## config.mk

```make
export PLATFORM = sky130hd
export DESIGN_NAME = imem_loader
export DESIGN_NICKNAME = d
export VERILOG_FILES = /design/src/rtl/imem_pkg.sv /design/src/rtl/imem_loader_byte_word_packer.sv /design/src/rtl/imem_loader.sv
export SDC_FILE = /design/constraint.sdc
export NUM_CORES = 1
export LEC_CHECK = 0
export BUFFER_PORTS_ARGS = -buffer_cell sky130_fd_sc_hd__buf_4
export CELL_PAD_IN_SITES_DETAIL_PLACEMENT = 0
export CELL_PAD_IN_SITES_GLOBAL_PLACEMENT = 1
export CORE_UTILIZATION = 35
export CTS_BUF_LIST = sky130_fd_sc_hd__clkbuf_4 sky130_fd_sc_hd__clkbuf_8
export DETAILED_ROUTE_END_ITERATION = 10
export HOLD_SLACK_MARGIN = 0.02
export MAX_ROUTING_LAYER = met4
export PLACE_DENSITY_LB_ADDON = 0.1
export SLEW_MARGIN = 10
export SYNTH_ARGS = -nofsm -noshare
export SYNTH_HDL_FRONTEND = slang
export SYNTH_SLANG_ARGS = --single-unit
```

## constraint.sdc

```tcl
create_clock -name clk -period 2.2 [get_ports clk]
set_clock_uncertainty 0.1 [all_clocks]
set_input_delay 0.22 -clock clk [delete_from_list [all_inputs] [get_ports clk]]
set_output_delay 0.22 -clock clk [all_outputs]
set_load 0.005 [all_outputs]
```

## src/rtl/imem_pkg.sv

```systemverilog
// Shared constants and FSM state type for the instruction-memory loader.
package imem_pkg;

  localparam int DATA_WIDTH     = 20;
  localparam int ADDRESS_WIDTH  = 8;
  localparam int MEM_SIZE       = 256;
  localparam int BYTES_PER_WORD = (DATA_WIDTH + 7) / 8;

  typedef enum logic [1:0] {
    ST_IDLE  = 2'd0,
    ST_RECV  = 2'd1,
    ST_WRITE = 2'd2,
    ST_DONE  = 2'd3
  } loader_state_t;

  function automatic int bytes_per_word(input int dw);
    return (dw + 7) / 8;
  endfunction

  function automatic int byte_idx_width(input int dw);
    return (bytes_per_word(dw) > 1) ? $clog2(bytes_per_word(dw)) : 1;
  endfunction

endpackage

```

## src/rtl/imem_loader_byte_word_packer.sv

```systemverilog
// Little-endian byte-to-word assembler; exposes the word including the byte
// being accepted this cycle so the caller can register it on the same edge.
module byte_word_packer
  import imem_pkg::*;
#(
  parameter  int DATA_WIDTH = imem_pkg::DATA_WIDTH,
  localparam int IDX_W      = byte_idx_width(DATA_WIDTH)
) (
  input  logic                  clk,
  input  logic                  rst_n,
  input  logic                  clear,
  input  logic                  byte_strobe,
  input  logic [IDX_W-1:0]      byte_idx,
  input  logic [7:0]            byte_data,
  output logic [DATA_WIDTH-1:0] word,
  output logic                  overflow
);

  localparam int BPW   = bytes_per_word(DATA_WIDTH);
  localparam int EXT_W = 8 * BPW;
  localparam logic [IDX_W-1:0] LAST_IDX = IDX_W'(BPW - 1);

  logic [DATA_WIDTH-1:0] word_q;
  logic [EXT_W-1:0]      merged;

  // Upper bits of word_q are always zero, so anything above DATA_WIDTH-1 in
  // merged can only come from the final byte.
  always_comb begin
    merged = '0;
    merged[DATA_WIDTH-1:0] = word_q;
    if (byte_strobe) begin
      merged[{byte_idx, 3'b000} +: 8] = byte_data;
    end
  end

  assign word     = merged[DATA_WIDTH-1:0];
  assign overflow = byte_strobe && (byte_idx == LAST_IDX) && (|(merged >> DATA_WIDTH));

  always_ff @(posedge clk or negedge rst_n) begin
    if (!rst_n) begin
      word_q <= '0;
    end else if (clear) begin
      word_q <= '0;
    end else if (byte_strobe) begin
      word_q <= word;
    end
  end

endmodule

```

## src/rtl/imem_loader.sv

```systemverilog
// Instruction-memory writer: packs a byte stream into words and writes them
// at consecutive (wrapping) addresses, holding the core off while loading.
//
//   state    | meaning
//   ---------+-----------------------------------------------------------
//   ST_IDLE  | waiting for a legal start; illegal count sets error
//   ST_RECV  | accepting bytes of the current word (in_ready=1)
//   ST_WRITE | registered write of the packed word is on the port
//   ST_DONE  | one-cycle done pulse, then back to idle
module imem_loader
  import imem_pkg::*;
#(
  parameter  int DATA_WIDTH    = imem_pkg::DATA_WIDTH,
  parameter  int ADDRESS_WIDTH = imem_pkg::ADDRESS_WIDTH,
  parameter  int MEM_SIZE      = imem_pkg::MEM_SIZE
) (
  input  logic                     clk,
  input  logic                     rst_n,
  input  logic                     start,
  input  logic [ADDRESS_WIDTH-1:0] base_addr,
  input  logic [ADDRESS_WIDTH:0]   num_words,
  input  logic                     abort,
  input  logic                     in_valid,
  input  logic [7:0]               in_data,
  output logic                     in_ready,
  output logic                     mem_we,
  output logic [ADDRESS_WIDTH-1:0] mem_addr,
  output logic [DATA_WIDTH-1:0]    mem_wdata,
  output logic                     busy,
  output logic                     cpu_hold,
  output logic                     done,
  output logic                     error
);

  localparam int BPW   = bytes_per_word(DATA_WIDTH);
  localparam int IDX_W = byte_idx_width(DATA_WIDTH);
  localparam logic [IDX_W-1:0]       LAST_IDX   = IDX_W'(BPW - 1);
  localparam logic [ADDRESS_WIDTH:0] MEM_SIZE_C = (ADDRESS_WIDTH + 1)'(MEM_SIZE);

  loader_state_t state_q, state_d;

  logic [ADDRESS_WIDTH-1:0] base_q;
  logic [ADDRESS_WIDTH:0]   num_q;
  logic [ADDRESS_WIDTH:0]   word_cnt_q;
  logic [IDX_W-1:0]         byte_idx_q;
  logic                     error_q;
  logic                     mem_we_q;
  logic [ADDRESS_WIDTH-1:0] mem_addr_q;
  logic [DATA_WIDTH-1:0]    mem_wdata_q;

  logic                     count_legal;
  logic                     start_take;
  logic                     byte_fire;
  logic                     last_byte;
  logic                     last_word;
  logic                     pk_clear;
  logic                     pk_ovf;
  logic [DATA_WIDTH-1:0]    pk_word;
  logic [ADDRESS_WIDTH:0]   addr_sum;
  logic [ADDRESS_WIDTH-1:0] addr_next;

  assign count_legal = (num_words != '0) && (num_words <= MEM_SIZE_C);
  assign start_take  = (state_q == ST_IDLE) && start && !abort;
  assign byte_fire   = in_valid && in_ready;
  assign last_byte   = byte_fire && (byte_idx_q == LAST_IDX);
  assign last_word   = ((word_cnt_q + 1'b1) == num_q);
  assign pk_clear    = start_take || (state_q == ST_WRITE);

  // base < MEM_SIZE and word_cnt < MEM_SIZE, so one conditional subtract wraps.
  always_comb begin
    addr_sum = {1'b0, base_q} + word_cnt_q;
    if (addr_sum >= MEM_SIZE_C) begin
      addr_sum = addr_sum - MEM_SIZE_C;
    end
    addr_next = addr_sum[ADDRESS_WIDTH-1:0];
  end

  byte_word_packer #(
    .DATA_WIDTH (DATA_WIDTH)
  ) u_packer (
    .clk         (clk),
    .rst_n       (rst_n),
    .clear       (pk_clear),
    .byte_strobe (byte_fire),
    .byte_idx    (byte_idx_q),
    .byte_data   (in_data),
    .word        (pk_word),
    .overflow    (pk_ovf)
  );

  always_ff @(posedge clk or negedge rst_n) begin
    if (!rst_n) begin
      state_q <= ST_IDLE;
    end else begin
      state_q <= state_d;
    end
  end

  always_comb begin
    state_d = state_q;
    case (state_q)
      ST_IDLE: begin
        if (start_take && count_legal) begin
          state_d = ST_RECV;
        end
      end
      ST_RECV: begin
        if (abort) begin
          state_d = ST_IDLE;
        end else if (last_byte) begin
          state_d = pk_ovf ? ST_IDLE : ST_WRITE;
        end
      end
      ST_WRITE: begin
        if (abort) begin
          state_d = ST_IDLE;
        end else begin
          state_d = last_word ? ST_DONE : ST_RECV;
        end
      end
      ST_DONE: begin
        state_d = ST_IDLE;
      end
      default: begin
        state_d = ST_IDLE;
      end
    endcase
  end

  // An abort on the final-byte edge cancels the write before it is issued.
  always_ff @(posedge clk or negedge rst_n) begin
    if (!rst_n) begin
      base_q      <= '0;
      num_q       <= '0;
      word_cnt_q  <= '0;
      byte_idx_q  <= '0;
      error_q     <= 1'b0;
      mem_we_q    <= 1'b0;
      mem_addr_q  <= '0;
      mem_wdata_q <= '0;
    end else begin
      mem_we_q <= 1'b0;
      if (start_take) begin
        if (count_legal) begin
          base_q     <= base_addr;
          num_q      <= num_words;
          word_cnt_q <= '0;
          byte_idx_q <= '0;
          error_q    <= 1'b0;
        end else begin
          error_q <= 1'b1;
        end
      end
      if ((state_q == ST_RECV) && !abort && byte_fire) begin
        if (last_byte) begin
          byte_idx_q <= '0;
          if (pk_ovf) begin
            error_q <= 1'b1;
          end else begin
            mem_we_q    <= 1'b1;
            mem_addr_q  <= addr_next;
            mem_wdata_q <= pk_word;
          end
        end else begin
          byte_idx_q <= byte_idx_q + 1'b1;
        end
      end
      if ((state_q == ST_WRITE) && !abort) begin
        word_cnt_q <= word_cnt_q + 1'b1;
      end
    end
  end

  assign in_ready  = (state_q == ST_RECV);
  assign busy      = (state_q == ST_RECV) || (state_q == ST_WRITE);
  assign cpu_hold  = busy;
  assign done      = (state_q == ST_DONE);
  assign error     = error_q;
  assign mem_we    = mem_we_q;
  assign mem_addr  = mem_addr_q;
  assign mem_wdata = mem_wdata_q;

endmodule

```

==> impl_metrics.py, run 1 <==
metrics = {
    "floorplanning": {
        "die_y_microns": 108,
        "core_area_sq_um": 10900,
        "start_util_pct": 36.0,
        "die_area_sq_um": 11600,
        "rows": 38,
        "die_w_microns": 108,
        "pin_count": 64,
    },
    "power": {
        "power_frac_seq_pct": 37.9,
        "internal_power_uw": 3620,
        "clockPowerShare_pct": 17.6,
        "max-vdd-ir-drop_uv": 487,
        "leakagePower_uw": 0.00250,
        "power_frac_comb_pct": 44.5,
        "p_switching_uw": 2120,
        "p_per_area_nw_per_um2": 1100,
        "swShare_pct": 37.0,
    },
    "sta": {
        "tns_ns": 0,
        "rsz0062_at_grt": "true",
        "fin_crit_sh_pct": 98.2,
        "finalMaxSlewViolations": 0,
        "finalHoldViolations": 0,
        "max_freq_mhz": 463,
        "relSlewSlack_pct": 62.8,
        "finalSetupViolCount": 0,
        "max_slew.worst_pin.slew_ns": 0.555,
        "period_needed_ns": 2.16,
    },
    "drt": {
        "drtAntennaViolNets": 0,
        "dr_total_vias": 3246,
        "drt_iter0_markers": 117,
        "drc": 0,
        "vias_per_cell": 5.06,
        "dr.pass1.iters": 4,
        "wl_per_cell_microns": 15.2,
        "wirelength_microns": 9740,
    },
    "synthesis": {
        "async_flop_share_pct": 100,
        "netlist_instances": 386,
        "synth.most_common_cell": "dfrtp_1",
        "synth_edf_count": 0,
        "synth_cell_types": 49,
        "yosys-top-cells-count": "76 x dfrtp_1, 50 x nor2_1, 47 x nand2_1",
        "synth.area.top_cells": "dfrtp_1 49%, ha_1 5.4%, nor2_1 4.8%, nand2_1 4.5%, a221oi_1 3.6%",
        "synth_top_cell_by_area": "dfrtp_1",
        "synth.avg_cell_area_sq_um": 10.1,
        "syn-num-nets": 434,
        "syn-cell-area_sq_um": 3920,
        "netlist.area_leader.share_pct": 48.6,
        "synth_seq_cells": 76,
        "ys.flop_type": "dfrtp_1",
        "yosysSeqAreaShare_pct": 48.6,
        "yosys_warnings": 0,
    },
    "clock_tree": {
        "cts_made_buffers": 9,
        "cts_tree": "done",
        "cts_root_buf": "clkbuf_8",
        "clock-sinks": 76,
        "clk_latency_ns": 0.36,
        "cts_max_path_buffers": 2,
        "path_clk_slew_ns": 0.09,
        "h-tree-depth": 3,
    },
    "final_layout": {
        "multi_input_area_sq_um": 1960,
        "nets": 545,
        "regArea_sq_um": 1900,
        "areaGrowthSynthToFinish_pct": 33.7,
        "final_util_pct": 48.1,
        "diodes": 0,
        "layout-drive-gt1-share_pct": 30.3,
        "instances_no_fill": 642,
        "nFillCells": 1065,
    },
    "run_status": {
        "outcome": "completed",
    },
    "global_routing": {
        "track_usage_pct": 18.5,
        "grt_max_degree": 48,
        "grt_pass1_vias": 3104,
        "overflow": 0,
        "antenna_found_initial": 0,
        "grt_pass1_wl_microns": 15900,
    },
    "worst_setup_path": {
        "worstPathRequired_ns": 2.35,
        "slowest_stage": "dfrtp_2",
        "startpoint_type": "flip-flop",
        "cp.arrival_ns": 2.31,
        "cp_cell_sequence": "inv_2, ha_1, nand2b_4, nor3_4, o41a_2, or3_4, buf_4, a221oi_1, nor2_1",
        "cp-end-kind": "flip-flop",
        "path_buf_inv": 2,
        "crit_path_max_fanout": 8,
        "slowest_delay_ns": 0.41,
        "crit_type": "flip-flop to flip-flop",
        "cp_top_family": "simple AND/OR/NAND/NOR gates",
    },
    "min_path": {
        "min_path_type": "input pin to flip-flop",
    },
    "run": {
        "maxCapViolations": 0,
    },
    "placed_design": {
        "hpwlAfterDp_microns": 7030,
        "dp.cells": 606,
        "port_buffers": 63,
        "routabilityCongestion": 0.790,
    },
}
==> kinds of logic (layout without fill, tap and decap cells) <==
family / count (synthesis) / count (layout) / share of synthesized area (%)
and+or+nand+nor: 137 / 137 / 16.9
adders and majority gates: 18 / 18 / 5.94
buffers and inverters: 32 / 148 / 4.44
AOI/OAI and AO/OA: 94 / 94 / 17.1
xor gates and xnor gates: 20 / 20 / 4.47
muxes: 9 / 9 / 2.56
DFF: 76 / 76 / 48.6
==> metrics by stage <==
stage	hold slack, ns	setup WS [ns]	total power, uW	cell area, sq um
after floorplan	-0.176	0.00320	3570	3930
after global placement	0.0912	0.00229	4630	4750
after detailed placement	0.0964	-0.0787	4670	4750
after CTS	0.0242	-0.0284	5740	5140
after global routing	0.0394	-0.0156	6220	5240
final	0.0348	0.0406	5740	5240
==> sequential cells by signal, indices dropped and copies added (netlist names) <==
| register | count |
|---|---|
| error | 1 |
| num_q | 9 |
| base_q | 8 |
| mem_we | 1 |
| word_cnt_q | 9 |
| u_packer.word_q | 16 |
| byte_idx_q | 2 |
| mem_wdata | 20 |
| state_q | 2 |
| mem_addr | 8 |
==> cell usage in the layout (no fill, tap or decap), types with 5 or more instances in the layout <==
| cell type | instances |
|---|---|
| inv_1 | 10 |
| nand3_1 | 6 |
| dfrtp_1 | 75 |
| xor2_1 | 12 |
| clkbuf_8 | 9 |
| a31oi_1 | 7 |
| mux2_1 | 7 |
| a21oi_1 | 7 |
| o21ai_0 | 25 |
| nor2b_1 | 5 |
| dlygate4sd3_1 | 19 |
| a221oi_2 | 12 |
| buf_4 | 98 |
| xnor2_1 | 8 |
| nand2_1 | 47 |
| a22o_1 | 16 |
| ha_1 | 16 |
| nor2_1 | 49 |
==> metal layers <==
metal,vias to the layer above,global-route usage (%),share of wire (%)
met3,11,3.27,3.8
met2,66,26.5,44
met5,-,-,0
met4,0,6.16,1.3
li1,1599,-,-
met1,1570,26.4,51
==> timing repair <==
| item | CTS | global route |
|---|---|---|
| gates cloned | 0 | 0 |
| resized for setup | 4 | 16 |
| pin swaps | 0 | 1 |
| hold endpoints to repair | 47 | 0 |
| endpoints found under the setup margin | 14 | 29 |
| hold buffers | 19 | 0 |
| setup buffers | 0 | 1 |
==> path summary, 6_finish.rpt <==
path | start | to | slack [ns] | cells after the start
max | byte_idx_q[0]$_DFFE_PN0P_ | mem_wdata[9]$_DFFE_PN0P_ | 0.04 | 9
min | num_words[8] | num_q[8]$_DFFE_PN0P_ | 0.03 | 3
max reg2reg | byte_idx_q[0]$_DFFE_PN0P_ | mem_wdata[9]$_DFFE_PN0P_ | 0.04 | 9
min reg2reg | mem_addr[1]$_DFFE_PN0P_ | mem_addr[1]$_DFFE_PN0P_ | 0.38 | 2
max in group asynchronous | rst_n | base_q[6]$_DFFE_PN0P_ | 1.16 | 3
min in group asynchronous | rst_n | word_cnt_q[3]$_DFFE_PN0P_ | 0.24 | 2
==> worst reg2reg max path, cell delays in order, from the launching register on <==
cell and delay [ns]:
dfrtp_2 0.41, inv_2 0.12, ha_1 0.20, nand2b_4 0.16
nor3_4 0.06, o41a_2 0.12, or3_4 0.36, buf_4 0.20
a221oi_1 0.25, nor2_1 0.06
==> final cells by class <==
type                       instances  share of cell area (%)
tap                              140                    3.35
multi-input combinational        278                    37.5
clock inverter                     7                    1.10
inverter                          13                   0.932
clock buffer                       9                    2.37
sequential                        76                    36.4
timing repair buffer             119                    18.5
==> power by group through the flow <==
stage	sequential (uW)	combinational, uW	clock [uW]
after floorplan	2200	1370	0
after global placement	2190	2440	0
after detailed placement	2210	2460	0
after CTS	2180	2510	1050
after global routing	2240	2860	1110
final	2180	2560	1010
Power figures use the tool's default switching activity.
==> inputs of run 2 (changes only) <==
--- a/config.mk
+++ b/config.mk
@@ -8,9 +8,10 @@
 export BUFFER_PORTS_ARGS = -buffer_cell sky130_fd_sc_hd__buf_4
 export CELL_PAD_IN_SITES_DETAIL_PLACEMENT = 0
 export CELL_PAD_IN_SITES_GLOBAL_PLACEMENT = 1
-export CORE_UTILIZATION = 35
+export CORE_UTILIZATION = 30
 export CTS_BUF_LIST = sky130_fd_sc_hd__clkbuf_4 sky130_fd_sc_hd__clkbuf_8
 export DETAILED_ROUTE_END_ITERATION = 10
+export GPL_TIMING_DRIVEN = 0
 export HOLD_SLACK_MARGIN = 0.02
 export MAX_ROUTING_LAYER = met4
 export PLACE_DENSITY_LB_ADDON = 0.1
==> run 2 against run 1 <==
Effect of this change:
- first-iteration DRC count is 67% higher
- non-clock buffer count is 6 higher
- maximum frequency is 1.1% higher
- die area is 16% higher
- wire length is 5.3% higher
- largest power group unchanged
==> impl_metrics.py, run 2 (synthesized netlist as in run 1, its figures left out) <==
metrics = {
    "global_routing": {
        "track_usage_pct": 16.5,
        "grt_max_degree": 77,
        "antenna_found_initial": 0,
        "grt_pass1_wl_microns": 16100,
        "overflow": 0,
        "grt_pass1_vias": 3018,
    },
    "power": {
        "max-vdd-ir-drop_uv": 515,
        "power_uw": 6120,
        "p_per_area_nw_per_um2": 1110,
        "leakagePower_uw": 0.00258,
    },
    "worst_setup_path": {
        "cp-end-kind": "flip-flop",
        "cp.arrival_ns": 2.28,
        "startpoint_type": "flip-flop",
        "crit_type": "flip-flop to flip-flop",
        "r2r_setup_slack_ns": 0.07,
        "worstPathRequired_ns": 2.35,
        "crit_path_max_fanout": 10,
    },
    "placed_design": {
        "routabilityCongestion": 0.787,
        "port_buffers": 63,
        "preCtsSetupSlack_ns": -0.611,
        "dp.cells": 621,
        "hpwlAfterDp_microns": 7050,
    },
    "clock_tree": {
        "path_clk_slew_ns": 0.08,
        "clock-sinks": 76,
        "h-tree-depth": 3,
        "clk_latency_ns": 0.36,
        "cts_made_buffers": 9,
        "cts_root_buf": "clkbuf_8",
        "cts_max_path_buffers": 2,
        "cts_tree": "done",
    },
    "drt": {
        "wl_per_cell_microns": 15.1,
        "dr.pass1.iters": 4,
        "drt_iter0_markers": 195,
        "vias_per_cell": 4.79,
        "wirelength_microns": 10300,
        "dr_total_vias": 3255,
        "drtAntennaViolNets": 0,
        "drc": 0,
    },
    "run": {
        "maxCapViolations": 0,
    },
    "final_layout": {
        "nFillCells": 1259,
        "areaGrowthSynthToFinish_pct": 40.9,
        "mostFrequentLayoutCells": "88 x buf_4, 73 x dfrtp_1, 49 x nor2_1",
        "nets": 551,
        "diodes": 0,
        "largest_reg_flops": 20,
        "final_common_cell": "buf_4",
        "instances_no_fill": 679,
        "layout-drive-gt1-share_pct": 32.5,
    },
    "min_path": {
        "min_path_type": "input pin to flip-flop",
    },
    "floorplanning": {
        "rows": 41,
        "start_util_pct": 30.9,
        "pin_count": 64,
        "die_w_microns": 116,
        "die_area_sq_um": 13500,
        "core_area_sq_um": 12700,
        "die_y_microns": 116,
    },
    "sta": {
        "timing.final.ws_setup_ns": 0.0651,
        "rsz0062_at_grt": "true",
        "hold_ws_ns": 0.0417,
        "finalSetupViolCount": 0,
        "relSlewSlack_pct": 32.8,
        "max_freq_mhz": 468,
        "fin_crit_sh_pct": 97.0,
        "finalHoldViolations": 0,
        "finalMaxSlewViolations": 0,
        "max_slew.worst_pin.slew_ns": 1.01,
        "period_needed_ns": 2.13,
    },
    "run_status": {
        "outcome": "completed",
    },
}
-- run 2: cell count changes in the layout (fill, tap and decap cells not counted), sizes merged --
cell,before,now
clkbuf,9,19
clkinv,1,2
bufinv,0,2
inv,16,12
buf,100,98
clkinvlp,3,1
-- run 2: metal layers --
metal	GRT usage (%)	vias to the layer above	wire length [microns]
li1	-	1608	-
met1	23.6	1578	5250
met2	22.7	60	4560
met3	2.91	9	314
met4	6.92	0	133
met5	-	-	0
-- run 2: cell type report --
cell class                 count  area (sq um)  area share, %
buffer                        17           119           2.15
clock buffer                  11           151           2.74
clock inverter                 4          72.6           1.32
inverter                      13          53.8          0.975
multi-input combinational    278          2120           38.4
sequential                    76          1910           34.5
tap                          172           215           3.90
timing repair buffer         108           883           16.0
-- run 2: power breakdown --
group	internal (uW)	switching (uW)	total, uW
sequential	1880	328	2200
clock	693	527	1220
combinational	1380	1310	2690
-- run 2: critical path, stage by stage (launching register included) --
cell and delay (ns):
dfrtp_2 0.40, clkinv_4 0.10, ha_4 0.26, nand2b_4 0.10, nor3_4 0.05, o41a_4 0.11, or3_1 0.33, buf_6 0.15
buf_6 0.15, a221oi_2 0.21, nor2_1 0.06
-- run 2: final timing paths --
kind / start / endpoint / cells after the start
max: byte_idx_q[0]$_DFFE_PN0P_ / mem_wdata[1]$_DFFE_PN0P_ / 10
min: in_data[1] / u_packer.word_q[1]$_DFFE_PN0P_ / 2
max reg2reg: byte_idx_q[0]$_DFFE_PN0P_ / mem_wdata[1]$_DFFE_PN0P_ / 10
min reg2reg: mem_addr[0]$_DFFE_PN0P_ / mem_addr[0]$_DFFE_PN0P_ / 2
max in group asynchronous: rst_n / word_cnt_q[0]$_DFFE_PN0P_ / 2
min in group asynchronous: rst_n / mem_addr[2]$_DFFE_PN0P_ / 2
-- run 2: metrics by stage --
stage | area [sq um] | util, % | TNS, ns
finish | 5520 | 43.5 | 0
global route | 5520 | 43.5 | -0.157
CTS | 5240 | 41.3 | 0
detailed placement | 4620 | 36.5 | -16.65
global placement | 4620 | 36.5 | -18.03
floorplan | 3930 | - | 0
-- run 2: what timing repair did --
action	in CTS	in global routing
setup endpoints to repair	52	55
resized for setup	27	30
gates cloned	0	1
hold buffers	19	0
endpoints found under the hold margin	95	0
buffers inserted	8	17
pin swaps	7	8
==> inputs of run 3 (changes only) <==
--- a/config.mk
+++ b/config.mk
@@ -5,6 +5,7 @@
 export SDC_FILE = /design/constraint.sdc
 export NUM_CORES = 1
 export LEC_CHECK = 0
+export ABC_AREA = 1
 export BUFFER_PORTS_ARGS = -buffer_cell sky130_fd_sc_hd__buf_4
 export CELL_PAD_IN_SITES_DETAIL_PLACEMENT = 0
 export CELL_PAD_IN_SITES_GLOBAL_PLACEMENT = 1
==> run 3 against run 2 <==
Effect of this change:
- design area decreased by 2.0%
- core utilization down 4.6 points
- first-iteration DRC count shrank 26%
- highest routed layer unchanged
- critical path type unchanged
- non-clock buffer count fell by 31
- maximum frequency rose by 1.5%
- worst setup slack better by 0.031 ns
- final cell count increased by 11%
- count of clock-buffer cells in the layout rose by 1
==> impl_metrics.py, run 3 <==
metrics = {
    "synthesis": {
        "synth.avg_cell_area_sq_um": 8.89,
        "synth_top_cell_by_area": "dfrtp_1",
        "synth_seq_cells": 80,
        "synth.area.top_cells": "dfrtp_1 47%, nand2_1 9.2%, o21ai_2 5.3%, ha_1 5.0%, inv_1 4.9%",
        "yosys_warnings": 0,
        "synth_cell_types": 38,
        "yosys-top-cells-count": "104 x nand2_1, 80 x dfrtp_1, 56 x inv_1",
        "async_flop_share_pct": 100,
        "netlist_instances": 479,
        "syn-cell-area_sq_um": 4260,
        "synth_edf_count": 0,
        "netlist.area_leader.share_pct": 47.0,
        "synth.most_common_cell": "nand2_1",
        "syn-num-nets": 527,
        "yosysSeqAreaShare_pct": 47.0,
        "ys.flop_type": "dfrtp_1",
    },
    "floorplanning": {
        "pin_count": 64,
        "rows": 43,
        "core_area_sq_um": 13900,
        "start_util_pct": 30.7,
        "die_w_microns": 121,
        "die_y_microns": 121,
        "die_area_sq_um": 14700,
    },
    "final_layout": {
        "nets": 619,
        "mostFrequentLayoutCells": "102 x nand2_1, 78 x dfrtp_1, 65 x buf_4",
        "areaGrowthSynthToFinish_pct": 27.1,
        "fin_area_sq_um": 5410,
        "diodes": 0,
        "final_util_pct": 39.0,
        "final_common_cell": "nand2_1",
        "layout-drive-gt1-share_pct": 28.3,
    },
    "run_status": {
        "outcome": "completed",
    },
    "placed_design": {
        "preCtsSetupSlack_ns": -0.172,
        "routabilityCongestion": 0.820,
        "port_buffers": 63,
        "dpl_cell_area_sq_um": 4950,
        "hpwlAfterDp_microns": 7900,
    },
    "sta": {
        "timing.final.ws_setup_ns": 0.0961,
        "max_freq_mhz": 475,
        "period_needed_ns": 2.10,
        "relSlewSlack_pct": 29.7,
        "finalHoldViolations": 0,
        "finalMaxSlewViolations": 0,
        "max_slew.worst_pin.slew_ns": 1.05,
        "finalSetupViolCount": 0,
        "rsz0062_at_grt": "false",
        "fin_crit_sh_pct": 95.6,
    },
    "drt": {
        "wl_met1_microns": 5090,
        "dr_total_vias": 3414,
        "drt_iter0_markers": 144,
        "route.met3.wl_microns": 306,
        "dr.pass1.iters": 4,
        "top_layer_used": "met4",
        "wl_per_cell_microns": 14.0,
        "wl_met2_microns": 5030,
        "drc": 0,
        "drtAntennaViolNets": 0,
        "wirelength_microns": 10600,
        "vias_per_cell": 4.52,
    },
    "worst_setup_path": {
        "crit_type": "flip-flop to flip-flop",
        "startpoint_type": "flip-flop",
        "r2r_setup_slack_ns": 0.1,
        "r2r_cells": 9,
        "rr_startpoint": "byte_idx_q[0]$_DFFE_PN0P_",
        "cp-end-kind": "flip-flop",
        "crit_start": "byte_idx_q[0]$_DFFE_PN0P_",
        "cp.arrival_ns": 2.26,
        "crit_end": "mem_wdata[12]$_DFFE_PN0P_",
        "crit_path_max_fanout": 7,
        "worstPathRequired_ns": 2.36,
        "r2r-end": "mem_wdata[12]$_DFFE_PN0P_",
    },
    "clock_tree": {
        "h-tree-depth": 3,
        "cts_max_path_buffers": 2,
        "path_clk_slew_ns": 0.08,
        "cts_root_buf": "clkbuf_8",
        "cts_made_buffers": 9,
        "cts_tree": "done",
        "clk_latency_ns": 0.37,
        "clock-sinks": 80,
    },
    "global_routing": {
        "antenna_found_initial": 0,
        "grt_pass1_vias": 3457,
        "overflow": 0,
        "track_usage_pct": 16.4,
        "grt_pass1_wl_microns": 17600,
        "grt_max_degree": 81,
    },
    "power": {
        "leakagePower_uw": 0.00262,
        "power_uw": 6120,
        "swShare_pct": 39.2,
        "max-vdd-ir-drop_uv": 510,
        "p_per_area_nw_per_um2": 1130,
        "power_frac_seq_pct": 37.6,
        "internal_power_uw": 3720,
        "p_switching_uw": 2400,
        "clockPowerShare_pct": 20.5,
        "power_frac_comb_pct": 41.9,
    },
    "run": {
        "maxCapViolations": 0,
    },
    "min_path": {
        "min_path_type": "input pin to flip-flop",
    },
}
==> run 3: cell count changes in the layout (fill, tap and decap cells not counted), moves of 9 or more <==
cell and change:
inv_1 +46, nand2_1 +55, nor2_1 -9, nand2_2 +29, buf_4 -23, a221oi_2 -12
a22o_1 -16, o21ai_2 +26, nand3_1 +25
==> run 3: layout make-up <==
cell class	instances	area, sq um
fill	1454	8470
sequential	80	2000
multi-input combinational	327	1930
timing repair buffer	81	651
inverter	59	230
tap	180	225
clock buffer	12	159
buffer	13	143
clock inverter	3	65.1
==> run 3: critical path, stage by stage, from the launching register on <==
cell and delay [ns]:
dfrtp_2 0.46, inv_4 0.12, ha_2 0.23, inv_2 0.09
nor2_4 0.16, nand3_4 0.12, a31o_4 0.25, nand3_4 0.19
inv_4 0.08, o21a_1 0.17
==> run 3: how the worst min path moves through the flow <==
stage	slack, ns	start	end	cells past startpoint
2_1_floorplan	-0.18	rst_n	base_q[0]$_DFFE_PN0P_	0
3_3_place_gp	0.32	base_addr[3]	base_q[3]$_DFFE_PN0P_	3
3_5_place_dp	0.33	base_addr[0]	base_q[0]$_DFFE_PN0P_	3
4_1_cts	0.03	num_words[8]	num_q[8]$_DFFE_PN0P_	3
5_1_grt	0.08	num_words[8]	num_q[8]$_DFFE_PN0P_	3
6_report	0.04	num_words[8]	num_q[8]$_DFFE_PN0P_	3
==> run 3: stage by stage <==
| stage | hold slack [ns] | setup TNS, ns | cells |
|---|---|---|---|
| after floorplan | -0.176 | 0 | 479 |
| after global placement | 0.325 | -0.615 | 722 |
| after detailed placement | 0.330 | -1.82 | 722 |
| after CTS | 0.0348 | 0 | 754 |
| after global routing | 0.0831 | 0 | 755 |
| final | 0.0447 | 0 | 755 |
==> run 3: timing repair <==
item,CTS,global route
gates resized for setup,3,19
buffers inserted,0,1
hold buffers,17,0
pin swaps,0,0
endpoints found under the setup margin,39,67
hold endpoints to repair,96,0
==> run 3: power by group through the flow <==
stage               clock network [uW]  registers [uW]  logic (uW)
floorplan                            0            2240        1660
global placement                     0            2300        2470
detailed placement                   0            2330        2490
CTS                               1290            2300        2530
global route                      1340            2380        2950
finish                            1250            2300        2570
==> run 3: logic make-up after synthesis <==
group | Yosys count | synth area share, %
buf+inv | 72 | 8.47
fa+ha+maj | 18 | 5.47
xor+xnor | 7 | 1.44
flops | 80 | 47.0
simple gates | 212 | 22.6
compound gates | 90 | 15.0
==> run 3: layer usage <==
layer | GRT usage (%) | up-vias
met1 | 21.2 | 1595
met4 | 6.17 | 0
met2 | 26.1 | 66
met5 | - | -
li1 | - | 1739
met3 | 2.58 | 14
